File: src/rtl/mem_arbiter.sv
`default_nettype none
// ============================================================================
//  Module      : mem_arbiter
//  Description : Two-port arbiter that shares one single-outstanding memory
//                bus between an instruction-fetch port (IF) and a load/store
//                port (MEM). MEM normally has priority. A streak counter
//                guarantees that a waiting fetch wins after FAIR_LIMIT
//                consecutive MEM grants. Misaligned load/store requests are
//                answered with an error and never reach the bus.
//
//  Ports       : clk, rst                    - clock, synchronous active-high reset
//                if_req/if_addr              - fetch request (word read)
//                if_ready/if_rdata           - fetch completion and data
//                mem_req/we/size/addr/wdata  - load/store request
//                mem_ready/rdata/err         - load/store completion, data, error
//                bus_req/we/size/addr/wdata  - registered bus transaction controls
//                bus_ack/bus_rdata           - bus completion and read data
//
//  Revision    : 1.0 - initial release
// ============================================================================
module mem_arbiter #(
    parameter int FAIR_LIMIT = 4
) (
    input  logic        clk,
    input  logic        rst,

    input  logic        if_req,
    input  logic [31:0] if_addr,
    output logic        if_ready,
    output logic [31:0] if_rdata,

    input  logic        mem_req,
    input  logic        mem_we,
    input  logic [1:0]  mem_size,
    input  logic [31:0] mem_addr,
    input  logic [31:0] mem_wdata,
    output logic        mem_ready,
    output logic [31:0] mem_rdata,
    output logic        mem_err,

    output logic        bus_req,
    output logic        bus_we,
    output logic [1:0]  bus_size,
    output logic [31:0] bus_addr,
    output logic [31:0] bus_wdata,
    input  logic        bus_ack,
    input  logic [31:0] bus_rdata
);

    localparam int                      c_STREAK_W   = $clog2(FAIR_LIMIT + 1);
    localparam logic [c_STREAK_W-1:0]   c_STREAK_MAX = c_STREAK_W'(FAIR_LIMIT);
    localparam logic [c_STREAK_W-1:0]   c_STREAK_ONE = c_STREAK_W'(1);

    typedef enum logic [1:0] {
        ST_IDLE     = 2'd0,
        ST_BUSY_IF  = 2'd1,
        ST_BUSY_MEM = 2'd2,
        ST_ERR      = 2'd3
    } state_t;

    state_t                  r_state;
    logic [c_STREAK_W-1:0]   r_streak;
    logic                    r_bus_req;
    logic                    r_bus_we;
    logic [1:0]              r_bus_size;
    logic [31:0]             r_bus_addr;
    logic [31:0]             r_bus_wdata;

    logic                    w_misaligned;
    logic                    w_if_wins;
    logic                    w_mem_grant;
    logic                    w_if_done;
    logic                    w_mem_done;
    logic                    w_err;
    logic [c_STREAK_W-1:0]   w_streak_inc;

    // Size 3 is reserved and is reported as misaligned.
    always_comb begin
        w_misaligned = 1'b0;
        case (mem_size)
            2'd0:    w_misaligned = 1'b0;
            2'd1:    w_misaligned = mem_addr[0];
            2'd2:    w_misaligned = (mem_addr[1:0] != 2'b00);
            default: w_misaligned = 1'b1;
        endcase
    end

    // IF wins when MEM is absent, or when MEM has already taken its full
    // quota of consecutive grants while IF was waiting.
    assign w_if_wins    = if_req && (!mem_req || (r_streak == c_STREAK_MAX));
    assign w_mem_grant  = mem_req && !w_if_wins;
    assign w_streak_inc = (r_streak == c_STREAK_MAX) ? c_STREAK_MAX
                                                     : (r_streak + c_STREAK_ONE);

    always_ff @(posedge clk) begin
        if (rst) begin
            r_state     <= ST_IDLE;
            r_streak    <= '0;
            r_bus_req   <= 1'b0;
            r_bus_we    <= 1'b0;
            r_bus_size  <= 2'd0;
            r_bus_addr  <= 32'd0;
            r_bus_wdata <= 32'd0;
        end else begin
            case (r_state)
                ST_IDLE: begin
                    if (w_mem_grant) begin
                        // Only grants that made a fetch wait extend the streak.
                        r_streak <= if_req ? w_streak_inc : '0;
                        if (w_misaligned) begin
                            r_state <= ST_ERR;
                        end else begin
                            r_state     <= ST_BUSY_MEM;
                            r_bus_req   <= 1'b1;
                            r_bus_we    <= mem_we;
                            r_bus_size  <= mem_size;
                            r_bus_addr  <= mem_addr;
                            r_bus_wdata <= mem_wdata;
                        end
                    end else if (if_req) begin
                        r_streak   <= '0;
                        r_state    <= ST_BUSY_IF;
                        r_bus_req  <= 1'b1;
                        r_bus_we   <= 1'b0;
                        r_bus_size <= 2'd2;
                        r_bus_addr <= if_addr;
                    end
                end
                ST_BUSY_IF, ST_BUSY_MEM: begin
                    // Completes to IDLE even if the requester has dropped.
                    if (bus_ack) begin
                        r_state   <= ST_IDLE;
                        r_bus_req <= 1'b0;
                    end
                end
                ST_ERR: begin
                    r_state <= ST_IDLE;
                end
                default: begin
                    r_state   <= ST_IDLE;
                    r_bus_req <= 1'b0;
                end
            endcase
        end
    end

    // Completion strobes are combinational on bus_ack; reset masks them so
    // an abandoned transaction never reports completion.
    assign w_if_done  = !rst && (r_state == ST_BUSY_IF)  && bus_ack;
    assign w_mem_done = !rst && (r_state == ST_BUSY_MEM) && bus_ack;
    assign w_err      = !rst && (r_state == ST_ERR);

    assign if_ready  = w_if_done;
    assign if_rdata  = w_if_done ? bus_rdata : 32'd0;
    assign mem_ready = w_mem_done || w_err;
    assign mem_err   = w_err;
    assign mem_rdata = w_mem_done ? bus_rdata : 32'd0;

    assign bus_req   = r_bus_req;
    assign bus_we    = r_bus_we;
    assign bus_size  = r_bus_size;
    assign bus_addr  = r_bus_addr;
    assign bus_wdata = r_bus_wdata;

endmodule
`default_nettype wire

File: config.mk
export PLATFORM = sky130hd
export DESIGN_NAME = mem_arbiter
export DESIGN_NICKNAME = d
export VERILOG_FILES = /design/src/rtl/mem_arbiter.sv
export SDC_FILE = /design/constraint.sdc
export NUM_CORES = 1
export LEC_CHECK = 0
export CAP_MARGIN = 5
export CORE_AREA = 2 2 150 79
export DETAILED_ROUTE_END_ITERATION = 6
export DIE_AREA = 0 0 152 81
export PLACE_DENSITY = 0.86
export SLEW_MARGIN = 20
export SYNTH_ARGS = -nofsm -noshare
export SYNTH_HDL_FRONTEND = slang
export SYNTH_SLANG_ARGS = --single-unit
export TNS_END_PERCENT = 5
File: constraint.sdc
create_clock -name clk -period 2.29 [get_ports clk]
set_clock_uncertainty 0.2 [all_clocks]
set_input_delay 0.687 -clock clk [delete_from_list [all_inputs] [get_ports clk]]
set_output_delay 0.687 -clock clk [all_outputs]
set_load 0.05 [all_outputs]
==> reports/results.tsv, run 1 <==
metric	value	unit
outcome	finished with violations	
failing checks	negative setup slack	
Routed WL	16450	µm
critical path class	in2out	
worst-margin pin slew	0.5315	ns
area grow syn2layout	92.85	%
Tmin final	2.580	ns
unrepaired setup endpoints after global routing	true	
area leader, netlist	dfxtp_1	
Clk Latency, worst-skew pair	0.32	ns
Worst Hold End	bus_req	
routed vias	4635	
EDFF count, synth	0	
DRC violations left	0	
nets@finish	884	
Crit path arrival time	1.69	ns
DP Area	6644	µm²
Ports	271	
fraction of layout cells with a size suffix above 1	40.83	%
CTS tree	built	
worst r2r dst	bus_addr[28]	
fin crit share	112.7	%
Post-Synthesis Cells	462	
max cap viols	0	
htree depth	3	
IO Port Bufs	270	
CTS Sinks	73	
Reg2Reg Depth	7	
Die H	81	µm
P_leak	3.130	nW
Setup crit start kind	primary input	
Placeable Area	11250	µm²
WP data required	1.40	ns
hold path start	bus_req	
reg2reg setup slack	0.20	ns
DP Cell Count	876	
Synth warnings	0	
# diodes	0	
ys async rst share	0	%
ys flop type	dfxtp_1	
CP max FO	7	
CP Capture Type	output port	
PnR Total Power	4.696	mW
Max-Slew Margin vs Limit	64.57	%
setup TNS	-16.37	ns
post-place setup slack	-0.5828	ns
top cell type's share of synthesized area	37.79	%
grt total ovfl	0	
Die X-Extent	152	µm
CTS Hold Buffers Added	0	
largest cells by area after synthesis	dfxtp_1 38%, a311oi_2 12%, and2_1 11%	
Initial Util	34.39	%
post-route cell area	7458	µm²
fin util	66.32	%
Post-Synthesis Cell Area	3867	µm²
fmax	387.6	MHz
drt pass-1 iters	4	
Die ar.	12310	µm²
hpwl dp	11700	µm
first-pass GRT wire length	25180	µm
pwr/cell area	629.7	nW/µm²
initial antenna violation count	0	
vias per std cell	5.167	
max-slew violation count	0	
mean routed wirelength per cell	18.33	µm
DRT antenna net count	0	
hold crit path type	reg2reg	
most common cell in the netlist	dfxtp_1	
worst vdd ir	0.3718	mV
Avg Inst Size Synth	8.371	µm²
count of different cell masters after synthesis	32	
Hold Crit Depth	2	
routability cong.	1.013	
largest net degree at the start of global routing	59	
reg-to-reg startpoint	r_state[0]	
Hold Vio Cnt, Final	0	
Syn Nets	604	
vias in the first global route	4676	
Post-synth top cells	73 x dfxtp_1, 68 x nand3_1, 65 x and2_1, 37 x nor2_1	
FP Rows	28	
Final Non-Filler Cells	897	
All-Layer GR Usage	25.90	%
Clk Tree Root Cell	clkbuf_16	
#FFs+latches synth	73	
sequential share of the synthesized area	37.79	%
clock buffer count from CTS	9	
Final WS setup	-0.2899	ns
detailed router's first-iteration violation count	276	
Min Hold Slack	0.2733	ns
Clock Pin Slew Worst Setup and Hold Paths	0.06	ns
# setup viols final	66	
Clock Path Buffers	2	
[kinds of logic (layout without fill, tap and decap cells)]
family	count (synthesis)	after routing	share of synthesized area, %
compound gates	113	113	24.36
buf+inv	51	336	6.859
simple gates	219	219	29.05
flops	73	73	37.79
fa+ha+maj	6	6	1.941
[critical path, stage by stage]
cell,delay (ns)
clkdlybuf4s15_1,0.20
and3b_2,0.33
buf_6,0.16
and2_4,0.16
buf_12,0.14
[metal layers]
metal	up-vias	GRT usage (%)	wire (µm)
met4	0	10.09	491
met1	2216	30.90	6663
li1	2185	-	-
met3	40	7.044	1156
met2	194	45.45	8134
met5	-	0	0
[power by group]
group / internal [mW] / switching, mW / leakage [nW]
clock: 0.847 / 0.554 / 0.139
sequential: 1.40 / 0.0809 / 0.600
combinational: 0.736 / 1.08 / 2.39
total: 2.99 / 1.71 / 3.13
[repair_timing]
action	4_1_cts	5_1_grt
pin swaps	25	3
gates cloned	4	0
endpoints found under the setup margin	97	131
hold endpoints to repair	0	0
resized for setup	146	11
buffers inserted	1	0
[how the worst max path moves through the flow]
stage | startpoint | endpoint | cells past startpoint
after floorplan | rst | mem_rdata[10] | 3
after detailed placement | bus_ack | mem_rdata[16] | 5
after CTS | r_state[1] | mem_rdata[4] | 6
after global routing | r_state[1] | mem_rdata[13] | 6
after global placement | bus_ack | mem_rdata[3] | 5
final | bus_ack | mem_rdata[8] | 5
[cell usage in the layout (no fill, tap or decap), types with 2 or more instances in the layout]
cell type,n
clkinvlp_4,2
o21ai_0,21
nand2b_1,3
a32oi_1,3
and2_1,2
inv_1,5
and3b_2,2
ha_1,5
and2_4,43
a311oi_2,32
and2_2,20
nand2_1,36
clkdlybuf4s50_1,128
dlymetal6s2s_1,4
nand3_1,68
a21o_1,2
dfxtp_2,2
buf_12,9
nor2_1,37
buf_6,41
buf_8,30
clkbuf_16,9
buf_4,100
dfxtp_1,71
o21ai_1,14
a21oi_1,36
a211oi_1,2
[state kept, by name (all words and copies together), names as in the netlist]
| signal | flops |
|---|---|
| bus_req | 1 |
| bus_wdata | 32 |
| r_state | 2 |
| bus_addr | 32 |
| r_streak | 3 |
| bus_size | 2 |
| bus_we | 1 |
[area by class of cell]
| type | instances | area, µm² |
|---|---|---|
| fillers | 845 | 3787 |
| flip-flops and latches | 73 | 1464 |
| inverters | 6 | 22.52 |
| clock inverters | 6 | 67.56 |
| multi-input cells | 338 | 2298 |
| repair buffers | 314 | 3189 |
| clock buffers | 10 | 229.0 |
| well taps | 150 | 187.7 |
(Power assumes the default switching activity.)
==> inputs of run 2 (changes only) <==
- CORE_AREA: 2 2 150 79 -> 8 8 156 85
- DIE_AREA: 0 0 152 81 -> 0 0 164 93
- SKIP_LAST_GASP: not set -> 1
==> reports/results.tsv, run 2 (synthesis results as in run 1) <==
metric	value	unit	change
outcome	finished with violations		
failing checks	negative setup slack		
worst path cell trace	buf_6 > ha_4 > and3b_2 > clkbuf_16 > and2_4 > buf_8		
DP Cell Count	879		+0.34%
Die ar.	15250	µm²	+24%
# setup viols final	98		+48%
htree depth	3		unchanged
worst-margin pin slew	0.6727	ns	+0.1413 ns
CTS Hold Buffers Added	0		unchanged
Die H	93	µm	+15%
Clk Latency, worst-skew pair	0.32	ns	about the same
CTS tree	built		
max cap viols	0		unchanged
first-pass GRT wire length	27520	µm	+9.3%
Clock Pin Slew Worst Setup and Hold Paths	0.06	ns	about the same
Final Non-Filler Cells	904		+0.78%
initial antenna violation count	0		unchanged
Crit path largest cell delay	0.35	ns	+0.02 ns
CP Buf/Inv Count	3		unchanged
Clk Tree Root Cell	clkbuf_16		
WP data required	1.40	ns	about the same
worst vdd ir	0.3476	mV	-6.5%
largest net degree at the start of global routing	59		unchanged
Final WS setup	-0.3390	ns	-0.04905 ns
detailed router's first-iteration violation count	419		+52%
Register Area	1466	µm²	+0.17%
CP Capture Type	output port		
fraction of layout cells with a size suffix above 1	41.64	%	+0.81 points
P_leak	3.168	nW	+1.2%
Clock Path Buffers	2		unchanged
clock buffer count from CTS	9		unchanged
commonest non-fill, non-tap cell in the layout	clkdlybuf4s50_1		
Initial Util	34.39	%	unchanged
nets@finish	891		+0.79%
CP max FO	7		unchanged
vias in the first global route	4963		+6.1%
max-slew violation count	0		unchanged
vias per std cell	5.250		+1.6%
drt pass-1 iters	5		+1
hpwl dp	13390	µm	+14%
hold crit path type	reg2reg		
grt total ovfl	0		unchanged
Max-Slew Margin vs Limit	55.15	%	-9.4 points
Setup crit start kind	flop		
Die X-Extent	164	µm	+7.9%
All-Layer GR Usage	23.00	%	-2.9 points
fin crit share	114.8	%	+2.1 points
Ports	271		unchanged
routability cong.	0.9842		-2.9%
DRC violations left	0		unchanged
pwr/cell area	617.3	nW/µm²	-2.0%
fin util	67.62	%	+1.3 points
unrepaired setup endpoints after global routing	true		
routed vias	4746		+2.4%
# diodes	0		unchanged
most frequent cells in the layout	132 x clkdlybuf4s50_1, 106 x buf_4, 71 x dfxtp_1		
IO Port Bufs	270		unchanged
mean routed wirelength per cell	20.88	µm	+14%
critical path class	reg2out		
Hold Vio Cnt, Final	0		unchanged
crit-path leading delay family	simple AND/OR/NAND/NOR gates		
multi-input logic area	2305	µm²	+0.27%
CTS Sinks	73		unchanged
critical path's slowest cell	dfxtp_2		
Tmin final	2.629	ns	+0.04905 ns
Crit path arrival time	1.74	ns	+0.05 ns
DRT antenna net count	0		unchanged
PnR Total Power	4.695	mW	about the same
fmax	380.4	MHz	-1.9%
FP Rows	28		unchanged
Routed WL	18880	µm	+15%
FILL cells	782		-7.5%
Placeable Area	11250	µm²	unchanged
post-place setup slack	-0.5564	ns	+0.02642 ns
area grow syn2layout	96.64	%	
run 2: cell count changes in the layout (fill, tap and decap cells not counted), moves of 2 or more:
cell,before,now
buf_6,41,28
and2_2,20,11
buf_8,30,39
and2_4,43,51
buf_4,100,106
clkdlybuf4s50_1,128,132
dlymetal6s2s_1,4,0
buf_16,0,2
clkbuf_16,9,11
inv_6,1,3
run 2: worst reg2reg max path, cell delays in order, from the launching register on:
cell,delay (ns)
dfxtp_2,0.34
inv_2,0.06
buf_4,0.10
ha_1,0.25
o21ai_1,0.18
a41oi_4,0.25
buf_12,0.30
nor2_1,0.11
a311oi_2,0.28
run 2: final timing paths:
check	start	endpoint	slack [ns]	depth (start not counted)
min	bus_req	bus_req	0.26	2
max reg2reg	r_state[1]	bus_addr[6]	0.13	8
min reg2reg	bus_req	bus_req	0.26	2
max	r_state[1]	mem_rdata[2]	-0.34	6
run 2: area by class of cell:
cell class	count	share of cell area [%]
sequential	73	19.28
timing repair buffer	321	43.91
clock buffer	9	2.962
clock inverter	7	0.7733
multi-input combinational	338	30.31
inverter	6	0.2962
tap	150	2.468
run 2: layer usage:
metal	global-route usage, %	part of all wire, %
met3	8.943	10
met2	41.89	51
met4	7.068	2.1
met5	0	0
met1	24.34	36
run 2: per-stage QoR:
| step | hold WS (ns) | area (µm²) | TNS (ns) |
|---|---|---|---|
| 6_report | 0.2641 | 7605 | -23.75 |
| 4_1_cts | 0.2665 | 7410 | -22.20 |
| 5_1_grt | 0.2837 | 7605 | -30.47 |
| 2_1_floorplan | 0.2492 | 3971 | -3.450 |
| 3_5_place_dp | 0.2578 | 6691 | -58.47 |
| 3_3_place_gp | 0.2487 | 6691 | -54.46 |
run 2: what timing repair did:
action / CTS / global route
buffers inserted: 3 / 1
setup endpoints to repair: 98 / 125
gates cloned: 2 / 3
hold endpoints to repair: 0 / 0
pin swaps: 5 / 5
resized for setup: 113 / 47
run 2: power by group:
part / total (mW) / internal [mW] / switching, mW / leakage (nW)
sequential: 1.49 / 1.40 / 0.0834 / 0.601
clock: 1.34 / 0.752 / 0.584 / 0.139
combinational: 1.87 / 0.765 / 1.11 / 2.43
total: 4.69 / 2.92 / 1.77 / 3.17
